**config.mk**
```make
export PLATFORM = sky130hd
export DESIGN_NAME = rls_output_collector
export DESIGN_NICKNAME = d
export VERILOG_FILES = /design/src/rtl/qrd_rls_pkg.sv /design/src/rtl/sync_fifo_fwft.sv /design/src/rtl/rls_output_collector.sv
export SDC_FILE = /design/constraint.sdc
export NUM_CORES = 1
export LEC_CHECK = 0
export BUFFER_PORTS_ARGS = -buffer_cell sky130_fd_sc_hd__buf_2
export CORE_AREA = 2 2 211 213
export CTS_BUF_LIST = sky130_fd_sc_hd__clkbuf_8
export CTS_CLUSTER_DIAMETER = 60
export DETAILED_ROUTE_END_ITERATION = 6
export DIE_AREA = 0 0 213 215
export PLACE_DENSITY = 0.59
export SLEW_MARGIN = 30
export SYNTH_ARGS = -nofsm -noshare
export SYNTH_HDL_FRONTEND = slang
export SYNTH_SLANG_ARGS = --single-unit
```
**constraint.sdc**
```tcl
create_clock -name clk -period 9.6 [get_ports clk]
set_input_delay 1.92 -clock clk [delete_from_list [all_inputs] [get_ports clk]]
set_output_delay 1.92 -clock clk [all_outputs]
set_load 0.05 [all_outputs]
```
**src/rtl/qrd_rls_pkg.sv**
```systemverilog
// Shared constants and types for the QRD-RLS array and its readout logic.
package qrd_rls_pkg;

   // Default word width of the systolic array outputs.
   localparam int DATA_LENGTH_DEF = 8;
   localparam int IDX_W_DEF       = 16;
   localparam int FIFO_DEPTH_DEF  = 8;

   // Cycles by which each array output trails wxout1 for the same sample.
   localparam int W2_LAG  = 1;
   localparam int W3_LAG  = 2;
   localparam int ERR_LAG = 3;

   // Deskew depths: every word is delayed until it lines up with the error.
   localparam int W1_DLY = ERR_LAG;
   localparam int W2_DLY = ERR_LAG - W2_LAG;
   localparam int W3_DLY = ERR_LAG - W3_LAG;

   // Aligned readout vector at the default widths.
   typedef struct packed {
      logic [DATA_LENGTH_DEF-1:0] w1;
      logic [DATA_LENGTH_DEF-1:0] w2;
      logic [DATA_LENGTH_DEF-1:0] w3;
      logic [DATA_LENGTH_DEF-1:0] err;
      logic [IDX_W_DEF-1:0]       idx;
   } rls_vec_t;

endpackage

```
**src/rtl/sync_fifo_fwft.sv**
```systemverilog
// Show-ahead synchronous FIFO: the head entry is always visible on rd_data_o.
// A push into a full FIFO is accepted when a pop happens in the same cycle.
module sync_fifo_fwft #(
   parameter int WIDTH = 8,
   parameter int DEPTH = 8
) (
   input  logic                       clk,
   input  logic                       rst_ni,
   input  logic                       push_i,
   input  logic [WIDTH-1:0]           wr_data_i,
   input  logic                       pop_i,
   output logic [WIDTH-1:0]           rd_data_o,
   output logic [$clog2(DEPTH):0]     count_o,
   output logic                       full_o,
   output logic                       empty_o
);

   localparam int AW = $clog2(DEPTH);
   localparam int CW = AW + 1;

   logic [WIDTH-1:0] mem [DEPTH];
   logic [AW-1:0]    wr_ptr_q, wr_ptr_d;
   logic [AW-1:0]    rd_ptr_q, rd_ptr_d;
   logic [CW-1:0]    count_q, count_d;
   logic             pop_ok, push_ok;

   assign empty_o   = (count_q == '0);
   assign full_o    = (count_q == CW'(DEPTH));
   assign count_o   = count_q;
   assign rd_data_o = mem[rd_ptr_q];

   assign pop_ok  = pop_i && !empty_o;
   assign push_ok = push_i && (!full_o || pop_ok);

   // Next-state for pointers and occupancy.
   always_comb begin
      // NOTE: every output gets a default first so no path leaves it unassigned (no latch).
      wr_ptr_d = wr_ptr_q;
      rd_ptr_d = rd_ptr_q;
      count_d  = count_q;
      if (push_ok) wr_ptr_d = wr_ptr_q + AW'(1);
      if (pop_ok)  rd_ptr_d = rd_ptr_q + AW'(1);
      case ({push_ok, pop_ok})
         2'b10:   count_d = count_q + CW'(1);
         2'b01:   count_d = count_q - CW'(1);
         default: count_d = count_q;
      endcase
   end

   // Pointer and occupancy registers.
   always_ff @(posedge clk) begin
      // NOTE: non-blocking assignments so all registers update from pre-edge values.
      if (!rst_ni) begin
         wr_ptr_q <= '0;
         rd_ptr_q <= '0;
         count_q  <= '0;
      end else begin
         wr_ptr_q <= wr_ptr_d;
         rd_ptr_q <= rd_ptr_d;
         count_q  <= count_d;
      end
   end

   // Storage write.
   always_ff @(posedge clk) begin
      // NOTE: the array is not reset; entries are only read once count marks them valid.
      if (push_ok) mem[wr_ptr_q] <= wr_data_i;
   end

endmodule

```
**src/rtl/rls_output_collector.sv**
```systemverilog
// Realigns the staggered QRD-RLS outputs into one vector per sample, tags it
// with a running index and buffers it behind a valid/ready interface.
module rls_output_collector
   import qrd_rls_pkg::*;
#(
   parameter int DATA_LENGTH = DATA_LENGTH_DEF,
   parameter int FIFO_DEPTH  = FIFO_DEPTH_DEF,
   parameter int IDX_W       = IDX_W_DEF
) (
   input  logic                          clk,
   input  logic                          rst,
   input  logic                          in_valid,
   input  logic [DATA_LENGTH-1:0]        wxout1,
   input  logic [DATA_LENGTH-1:0]        wxout2,
   input  logic [DATA_LENGTH-1:0]        wxout3,
   input  logic [DATA_LENGTH-1:0]        error,
   input  logic                          out_ready,
   output logic                          out_valid,
   output logic [DATA_LENGTH-1:0]        out_w1,
   output logic [DATA_LENGTH-1:0]        out_w2,
   output logic [DATA_LENGTH-1:0]        out_w3,
   output logic [DATA_LENGTH-1:0]        out_err,
   output logic [IDX_W-1:0]              out_idx,
   output logic [$clog2(FIFO_DEPTH):0]   fifo_count,
   output logic                          overflow
);

   typedef struct packed {
      logic [DATA_LENGTH-1:0] w1;
      logic [DATA_LENGTH-1:0] w2;
      logic [DATA_LENGTH-1:0] w3;
      logic [DATA_LENGTH-1:0] err;
      logic [IDX_W-1:0]       idx;
   } vec_t;

   logic [W1_DLY-1:0]      v_q;
   logic [DATA_LENGTH-1:0] w1_q [W1_DLY];
   logic [DATA_LENGTH-1:0] w2_q [W2_DLY];
   logic [DATA_LENGTH-1:0] w3_q [W3_DLY];

   logic [IDX_W-1:0] idx_q, idx_d;
   logic             ovf_q, ovf_d;
   logic             v_al, pop, full, empty;
   vec_t             push_vec, head_vec;

   // Deskew delay lines; the valid strobe travels with wxout1.
   always_ff @(posedge clk) begin
      if (!rst) begin
         v_q <= '0;
         for (int i = 0; i < W1_DLY; i++) w1_q[i] <= '0;
         for (int i = 0; i < W2_DLY; i++) w2_q[i] <= '0;
         for (int i = 0; i < W3_DLY; i++) w3_q[i] <= '0;
      end else begin
         v_q[0]  <= in_valid;
         w1_q[0] <= wxout1;
         w2_q[0] <= wxout2;
         w3_q[0] <= wxout3;
         for (int i = 1; i < W1_DLY; i++) begin
            v_q[i]  <= v_q[i-1];
            w1_q[i] <= w1_q[i-1];
         end
         for (int i = 1; i < W2_DLY; i++) w2_q[i] <= w2_q[i-1];
         for (int i = 1; i < W3_DLY; i++) w3_q[i] <= w3_q[i-1];
      end
   end

   // In the aligned cycle all four words belong to the same sample.
   assign v_al = v_q[W1_DLY-1];
   assign pop  = out_valid && out_ready;

   assign push_vec.w1  = w1_q[W1_DLY-1];
   assign push_vec.w2  = w2_q[W2_DLY-1];
   assign push_vec.w3  = w3_q[W3_DLY-1];
   assign push_vec.err = error;
   assign push_vec.idx = idx_q;

   // Index advances on every aligned sample, dropped or not; overflow is sticky.
   always_comb begin
      idx_d = idx_q;
      ovf_d = ovf_q;
      if (v_al) idx_d = idx_q + IDX_W'(1);
      if (v_al && full && !pop) ovf_d = 1'b1;
   end

   // Index counter and overflow flag.
   always_ff @(posedge clk) begin
      if (!rst) begin
         idx_q <= '0;
         ovf_q <= 1'b0;
      end else begin
         idx_q <= idx_d;
         ovf_q <= ovf_d;
      end
   end

   sync_fifo_fwft #(
      .WIDTH ($bits(vec_t)),
      .DEPTH (FIFO_DEPTH)
   ) u_fifo (
      .clk       (clk),
      .rst_ni    (rst),
      .push_i    (v_al),
      .wr_data_i (push_vec),
      .pop_i     (out_ready),
      .rd_data_o (head_vec),
      .count_o   (fifo_count),
      .full_o    (full),
      .empty_o   (empty)
   );

   assign out_valid = !empty;
   assign out_w1    = head_vec.w1;
   assign out_w2    = head_vec.w2;
   assign out_w3    = head_vec.w3;
   assign out_err   = head_vec.err;
   assign out_idx   = head_vec.idx;
   assign overflow  = ovf_q;

endmodule

```
==> results of run 1 <==
-- routing by layer --
metal / wire length (µm) / vias to the layer above / share of wire, %
met2: 16700 / 214 / 49
met4: 528 / 0 / 1.6
met3: 1940 / 47 / 5.7
li1: - / 3622 / -
met5: 0 / - / 0
met1: 14800 / 4220 / 44
-- worst max-delay path, delay by kind of cell, from the launching register on --
| kind | cells | cell delay [ps] |
|---|---|---|
| flops | 1 | 720 |
| buf+inv | 4 | 1520 |
| mux | 2 | 900 |
-- cells in the final DEF, fill, tap and decap left out, types with 3 or more instances in the layout --
cell type   instances
inv_1              20
clkinvlp_4          5
nand3b_1            3
nor2_4              3
nand2b_1            6
ha_1                4
buf_2              89
xnor2_1             7
clkinv_2           14
clkbuf_8           86
mux4_2             96
nand4_1             8
mux2i_1             4
nor2b_1             4
nor4_1              4
nor3_2              4
buf_4              12
mux2_2             48
and2_1             64
xor2_1              6
or3_1               3
nand3_1             7
nor3_1              4
clkinv_1           19
a21boi_0            4
nand2_1            16
dfxtp_1            78
edfxtp_1          384
bufinv_16           3
o21ai_0             8
-- area by class of cell --
| cell class | count | area, µm² | share of cell area (%) |
|---|---|---|---|
| Timing Repair Buffer | 103 | 567 | 2.85 |
| Multi-Input combinational cell | 320 | 3890 | 19.6 |
| Inverter | 2 | 7.51 | 0.0378 |
| Clock inverter | 59 | 337 | 1.69 |
| Tap cell | 592 | 741 | 3.72 |
| Sequential cell | 465 | 13200 | 66.2 |
| Clock buffer | 86 | 1180 | 5.95 |
-- Yosys cell counts (2+ instances only) --
library cell and number:
nand2b_1 6, mux4_2 96, a21boi_0 4, dfxtp_1 81, and2_1 64, buf_2 9
or3_1 3, nor3_1 8, o41ai_1 2, mux2_2 48, nor2_1 5, mux2i_1 4
nor2b_1 4, ha_1 4, buf_4 2, xnor2_1 7, o21ai_0 8, nand2_1 16
inv_1 2, xor2_1 6, nand4_1 8, clkbuf_1 23, nor4_1 5, nand3_1 7
nand3b_1 3, edfxtp_1 384, buf_6 6
-- cells by family (layout without fill, tap and decap cells) --
group	after synthesis	count (layout)
DFF	465	465
muxes	148	148
and+or+nand+nor	134	134
buffers and inverters	43	250
AOI/OAI and AO/OA	21	21
xor gates and xnor gates	13	13
adders and majority gates	4	4
-- where the power goes --
| group | switching, mW | total, mW | internal, mW |
|---|---|---|---|
| logic | 0.209 | 0.355 | 0.145 |
| registers | 0.0295 | 2.22 | 2.19 |
| clock network | 0.763 | 1.67 | 0.908 |
| total | 1.00 | 4.24 | 3.24 |
-- through the flow --
stage / hold slack, ps / util (%)
5_1_grt: 444 / 45.6
4_1_cts: 423 / 45.6
3_5_place_dp: 412 / 42.1
2_1_floorplan: 406 / -
6_report: 420 / 45.6
3_3_place_gp: 410 / 42.0
-- registers in the layout (all words and copies together) (netlist names), named ones only --
| register | cells |
|---|---|
| u_fifo.count_o | 4 |
| v_q | 3 |
| overflow | 1 |
| w3_q | 8 |
| w1_q | 24 |
| u_fifo.mem | 384 |
| u_fifo.wr_ptr_q | 3 |
| w2_q | 16 |
| u_fifo.rd_ptr_q | 3 |
| idx_q | 16 |
-- worst max path at each step --
| stage | startpoint | end | slack [ps] | cells after the start |
|---|---|---|---|---|
| after global placement | register | out_err[2] | 4290 | 5 |
| final | register | out_err[2] | 3910 | 6 |
| after floorplan | out_ready | u_fifo.mem[0][0] | 2240 | 3 |
| after detailed placement | register | out_err[2] | 4390 | 6 |
| after CTS | register | out_err[2] | 3710 | 6 |
| after global routing | register | out_err[2] | 3540 | 6 |
==> out/qor.yml, run 1 <==
status: "finished, final reports clean"
start_kind: "register"
fin_area_um2: 19900
wl_per_cell_um: 20.9
whs_endpoint: "w1_q[0][22]"
synth_adder_area_share_pct: 0.291
ys_seq_area_share_pct: 76.4
core_um2: 43600
diodes: 0
dp.cells: 1482
yosysWarningCount: 0
crit_chain: "buf_12, buf_4, buf_4, mux4_2, mux2_2, buf_2"
synthXorXnorAreaFrac_pct: 0.661
crit_path_max_incr_delay_ps: 720
final_hold_viol_count: 0
cts_made_buffers: 78
cp_max_fo: 37
clockRootBuffer: "clkbuf_8"
vias: 8103
top_usage_layer: "met2"
rows: 77
cts.repair.resized: 0
async_flop_share_pct: 0
num-nets-final: 1010
drc: 0
fin_skew_ps: 19.3
cts_max_level: 3
area_growth_pct: 15.5
rr_worst_depth: 3
synth_top_family_by_area: "multiplexers"
worst_hold_path_type: "register to register"
yosysTopAreaCell: "edfxtp_1"
grt_pass1_wl_um: 50400
gp_congestion: 0.702
synth-edff-count: 384
end_kind: "primary output"
grt_pass1_vias: 8437
fill_cells: 3748
muxShareOfSynthArea_pct: 15.9
setup_viol: 0
worst_pin_slew_ps: 934
path_clk_slew_ps: 60
clock_latency_ps: 600
synth-compound-area-share_pct: 0.879
netlist.area_leader.share_pct: 67.0
syn-num-nets: 868
slew_headroom_pct: 37.7
boundaryPins: 90
routed_wl_um: 34000
regToRegSetupSlack_ps: 6970
finalCriticalPeriod_ps: 5690
die-area_um2: 45800
p_leak_nw: 6.44
postRouteAntennaNets: 0
ys_ff_latch: 465
synth_area_per_cell_um2: 20.8
power_mw: 4.24
rsz0062_at_grt: "no"
powerDensity_nw_per_um2: 213
cts_tree: "yes"
drv_slew: 0
antenna_found_initial: 2
cpMaxStageDelayCell: "dfxtp_4"
crit_top_cell: "buf_4"
cts.sinks: 465
initial_core_util_pct: 39.5
drv_cap: 0
netlist_area_um2: 17200
r2r-start: "v_q[2]"
grt_max_degree: 85
grt_use_met1_pct: 19.5
via_per_inst: 4.98
hpwl_um: 16800
layout-drive-gt1-share_pct: 35.7
grtUsageMet2_pct: 24.7
io_buffers: 89
dpl_cell_area_um2: 18400
vdd_ir_drop_max_uv: 109
post_cts_buffers: 0
fmax_ghz: 0.176
use_met3_pct: 3.59
required_ps: 7680
path_class: "register to primary output"
fin_ws_ps: 3910
synth_cell_types: 40
dr.first_iter.drc_count: 564
fin_cells: 1627
cts_max_path_buffers: 3
finalSetupTns_ps: 0
first_pass_iters: 4
die_w_um: 213
hold_buffers: 0
dp_slack_ps: 4390
synth_simple_gate_area_share_pct: 4.54
synth_flop_cell: "edfxtp_1"
critPathArrivalTime_ps: 3770
grt_usage_pct: 15.0
timing.rr.end: "u_fifo.mem[4][7]"
fp.dieH_um: 215
netlist_top_cells_area: "edfxtp_1 67%, mux4_2 13%, dfxtp_1 9.4%"
hold_start: "w1_q[0][14]"
synth_cells: 828
hold_depth: 1
fin_crit_sh_pct: 59.3
gr-total-overflow: 0
Note: power is estimated with default switching activity, not from simulation.
==> inputs of run 2 (changes only) <==
ABC_AREA = 1   (was unset)
CORE_AREA = 2 2 214 216   (was 2 2 211 213)
DIE_AREA = 0 0 216 218   (was 0 0 213 215)
PLACE_DENSITY = 0.61   (was 0.59)
clock period = 4.9 ns   (was 9.6 ns; I/O delays follow)
==> run 2 against run 1 <==
Synthesized area is 2.8% higher. Clock skew rose by 4.1 ps. Non-clock buffer count rose by 11. Total power grew to 2.5 times the previous value. Cell count is 37% higher. Via count is 37% higher. Die area increased by 2.8%. Sequential cell count stayed put. First-iteration DRC count rose by 46%. Core utilization is 0.50 points lower. Wire length is 15% higher. Critical endpoint is now out_err[5].
==> out/qor.yml, run 2 <==
hpwl_um: 20900
area_growth_pct: 14.2
combPwrFrac_pct: 29.2
yosysTopAreaCell: "edfxtp_1"
status: "finished, final reports clean"
hold_buffers: 0
cts.sinks: 465
vdd_ir_drop_max_uv: 415
initial_core_util_pct: 39.4
worst_pin_slew_ps: 903
largest_reg_flops: 384
cp_max_fo: 88
fin_skew_ps: 23.4
layout-drive-gt1-share_pct: 14.0
gp_congestion: 0.746
cts_max_level: 3
cts_tree: "yes"
holdWs_ps: 408
async_flop_share_pct: 0
synth_cells: 1449
final_hold_viol_count: 0
p_int_mw: 6.74
num-nets-final: 1599
rsz0062_at_grt: "no"
path_clk_slew_ps: 60
powerDensity_nw_per_um2: 529
setup_viol: 0
netlist_top_cells_area: "edfxtp_1 65%, dfxtp_1 9.2%, nor2_1 6.9%"
layout_commonest_cell: "edfxtp_1"
worst_hold_path_type: "register to register"
synth_flop_cell: "edfxtp_1"
grt_max_degree: 89
boundaryPins: 90
cts_made_buffers: 76
path_class: "register to primary output"
hold_depth: 2
via_per_inst: 5.01
switching_share_pct: 37.0
largestRegisters: "u_fifo.mem x384, w1_q x24"
yosysWarningCount: 0
crit_path_max_incr_delay_ps: 550
netlist_area_um2: 17700
grt_pass1_wl_um: 60900
synth-edff-count: 384
rows: 78
grt_pass1_vias: 11136
grt_usage_pct: 16.7
drv_slew: 0
clockRootBuffer: "clkbuf_8"
die_w_um: 216
finalSetupTns_ps: 0
die-area_um2: 47100
ys_seq_area_share_pct: 74.3
r2r-start: "u_fifo.count_o[0]"
most-common-layout-cells: "384 x edfxtp_1, 317 x nor2_1, 240 x nand2_1"
synth_most_common_cell: "edfxtp_1"
required_ps: 3920
vias: 11133
fmax_ghz: 0.250
crit_chain: "inv_6, buf_4, nor2_1, o32ai_1, nand2_1, nand2_1, buf_2"
first_pass_iters: 5
critPathArrivalTime_ps: 3020
drc: 0
drv_cap: 0
end_kind: "primary output"
regMostFlops: "u_fifo.mem"
regToRegSetupSlack_ps: 2400
diodes: 0
core_um2: 44900
io_buffers: 89
seqPwrFrac_pct: 42.0
p_leak_nw: 7.63
timing.rr.end: "u_fifo.mem[4][27]"
routed_wl_um: 39000
ys_ff_latch: 465
clock_latency_ps: 620
whs_endpoint: "w1_q[0][22]"
crit_top_cell: "nand2_1"
gr-total-overflow: 0
p_clk_share_pct: 28.9
start_kind: "register"
finalCriticalPeriod_ps: 4000
dr.first_iter.drc_count: 825
power.switching_mw: 3.96
postRouteAntennaNets: 0
syn-num-nets: 1489
rr_worst_depth: 7
cts.repair.resized: 0
utilization_pct: 45.1
synthTopCellsByCount: "384 x edfxtp_1, 325 x nor2_1, 240 x nand2_1"
fp.dieH_um: 218
fin_crit_sh_pct: 81.7
synth_cell_types: 24
synth_area_per_cell_um2: 12.2
cts_max_path_buffers: 3
wl_per_cell_um: 17.6
post_cts_buffers: 0
hold_start: "w1_q[0][14]"
cpMaxStageDelayCell: "inv_6"
netlist.area_leader.share_pct: 65.1
antenna_found_initial: 0
slew_headroom_pct: 39.8
run 2: cell count changes after synthesis, sizes merged, moves of 78 or more:
cell and delta:
mux4 -96, o32ai +96, inv +78, nor2 +322, o21ai +102, nand2 +225
run 2: power groups by stage:
stage	logic (mW)	clock network, mW	registers (mW)
after floorplan	2.51	0	4.49
after global placement	3.11	0	4.57
after detailed placement	3.15	0	4.58
after CTS	3.16	3.17	4.49
after global routing	3.39	3.35	4.52
final	3.12	3.09	4.49
run 2: kinds of logic (layout without fill, tap and decap cells):
kind of cell | count (synthesis) | in the layout | share of synthesized area, %
AND/OR/NAND/NOR | 589 | 589 | 12.8
flip-flops | 465 | 465 | 74.3
AO/OA/AOI/OAI | 227 | 227 | 8.47
buffers and inverters | 162 | 336 | 4.07
adder cells (fa/ha/maj) | 4 | 4 | 0.283
XOR/XNOR | 2 | 2 | 0.0989
run 2: worst max-delay path: cells and delay by family, from the launching register on:
| family | cells | cell delay, ps |
|---|---|---|
| simple gates | 3 | 290 |
| buf+inv | 3 | 1340 |
| compound gates | 1 | 230 |
| flops | 1 | 480 |
run 2: metal layers:
layer  GRT usage (%)  routed length (µm)  vias up
met4            6.60                1110        0
met1            21.6               17500     5446
met5               0                   0        -
li1                -                   -     5328
met3            2.98                1800       76
met2            27.9               18600      283
run 2: stage by stage:
stage	setup slack, ps	cell area [µm²]	cells	total power, mW
floorplan	968	17700	1449	7.00
global placement	1500	18800	2080	7.68
detailed placement	1480	18800	2080	7.73
CTS	807	20200	2222	10.8
global route	614	20200	2223	11.3
finish	896	20200	2223	10.7
run 2: cell type report:
| type | instances | area (µm²) |
|---|---|---|
| Timing Repair Buffer | 114 | 691 |
| Clock buffer | 87 | 1200 |
| Sequential cell | 465 | 13200 |
| Clock inverter | 55 | 229 |
| Tap cell | 600 | 751 |
| Multi-Input combinational cell | 822 | 3890 |
| Inverter | 80 | 307 |
| Fill cell | 4111 | 24700 |
run 2: worst max path at each step:
stage | start | slack [ps] | to
finish | register | 900 | out_err[5]
global route | register | 610 | out_w3[2]
CTS | register | 810 | out_w3[2]
detailed placement | register | 1480 | out_w3[2]
global placement | register | 1500 | out_w3[5]
floorplan | out_ready | 970 | u_fifo.mem[0][0]
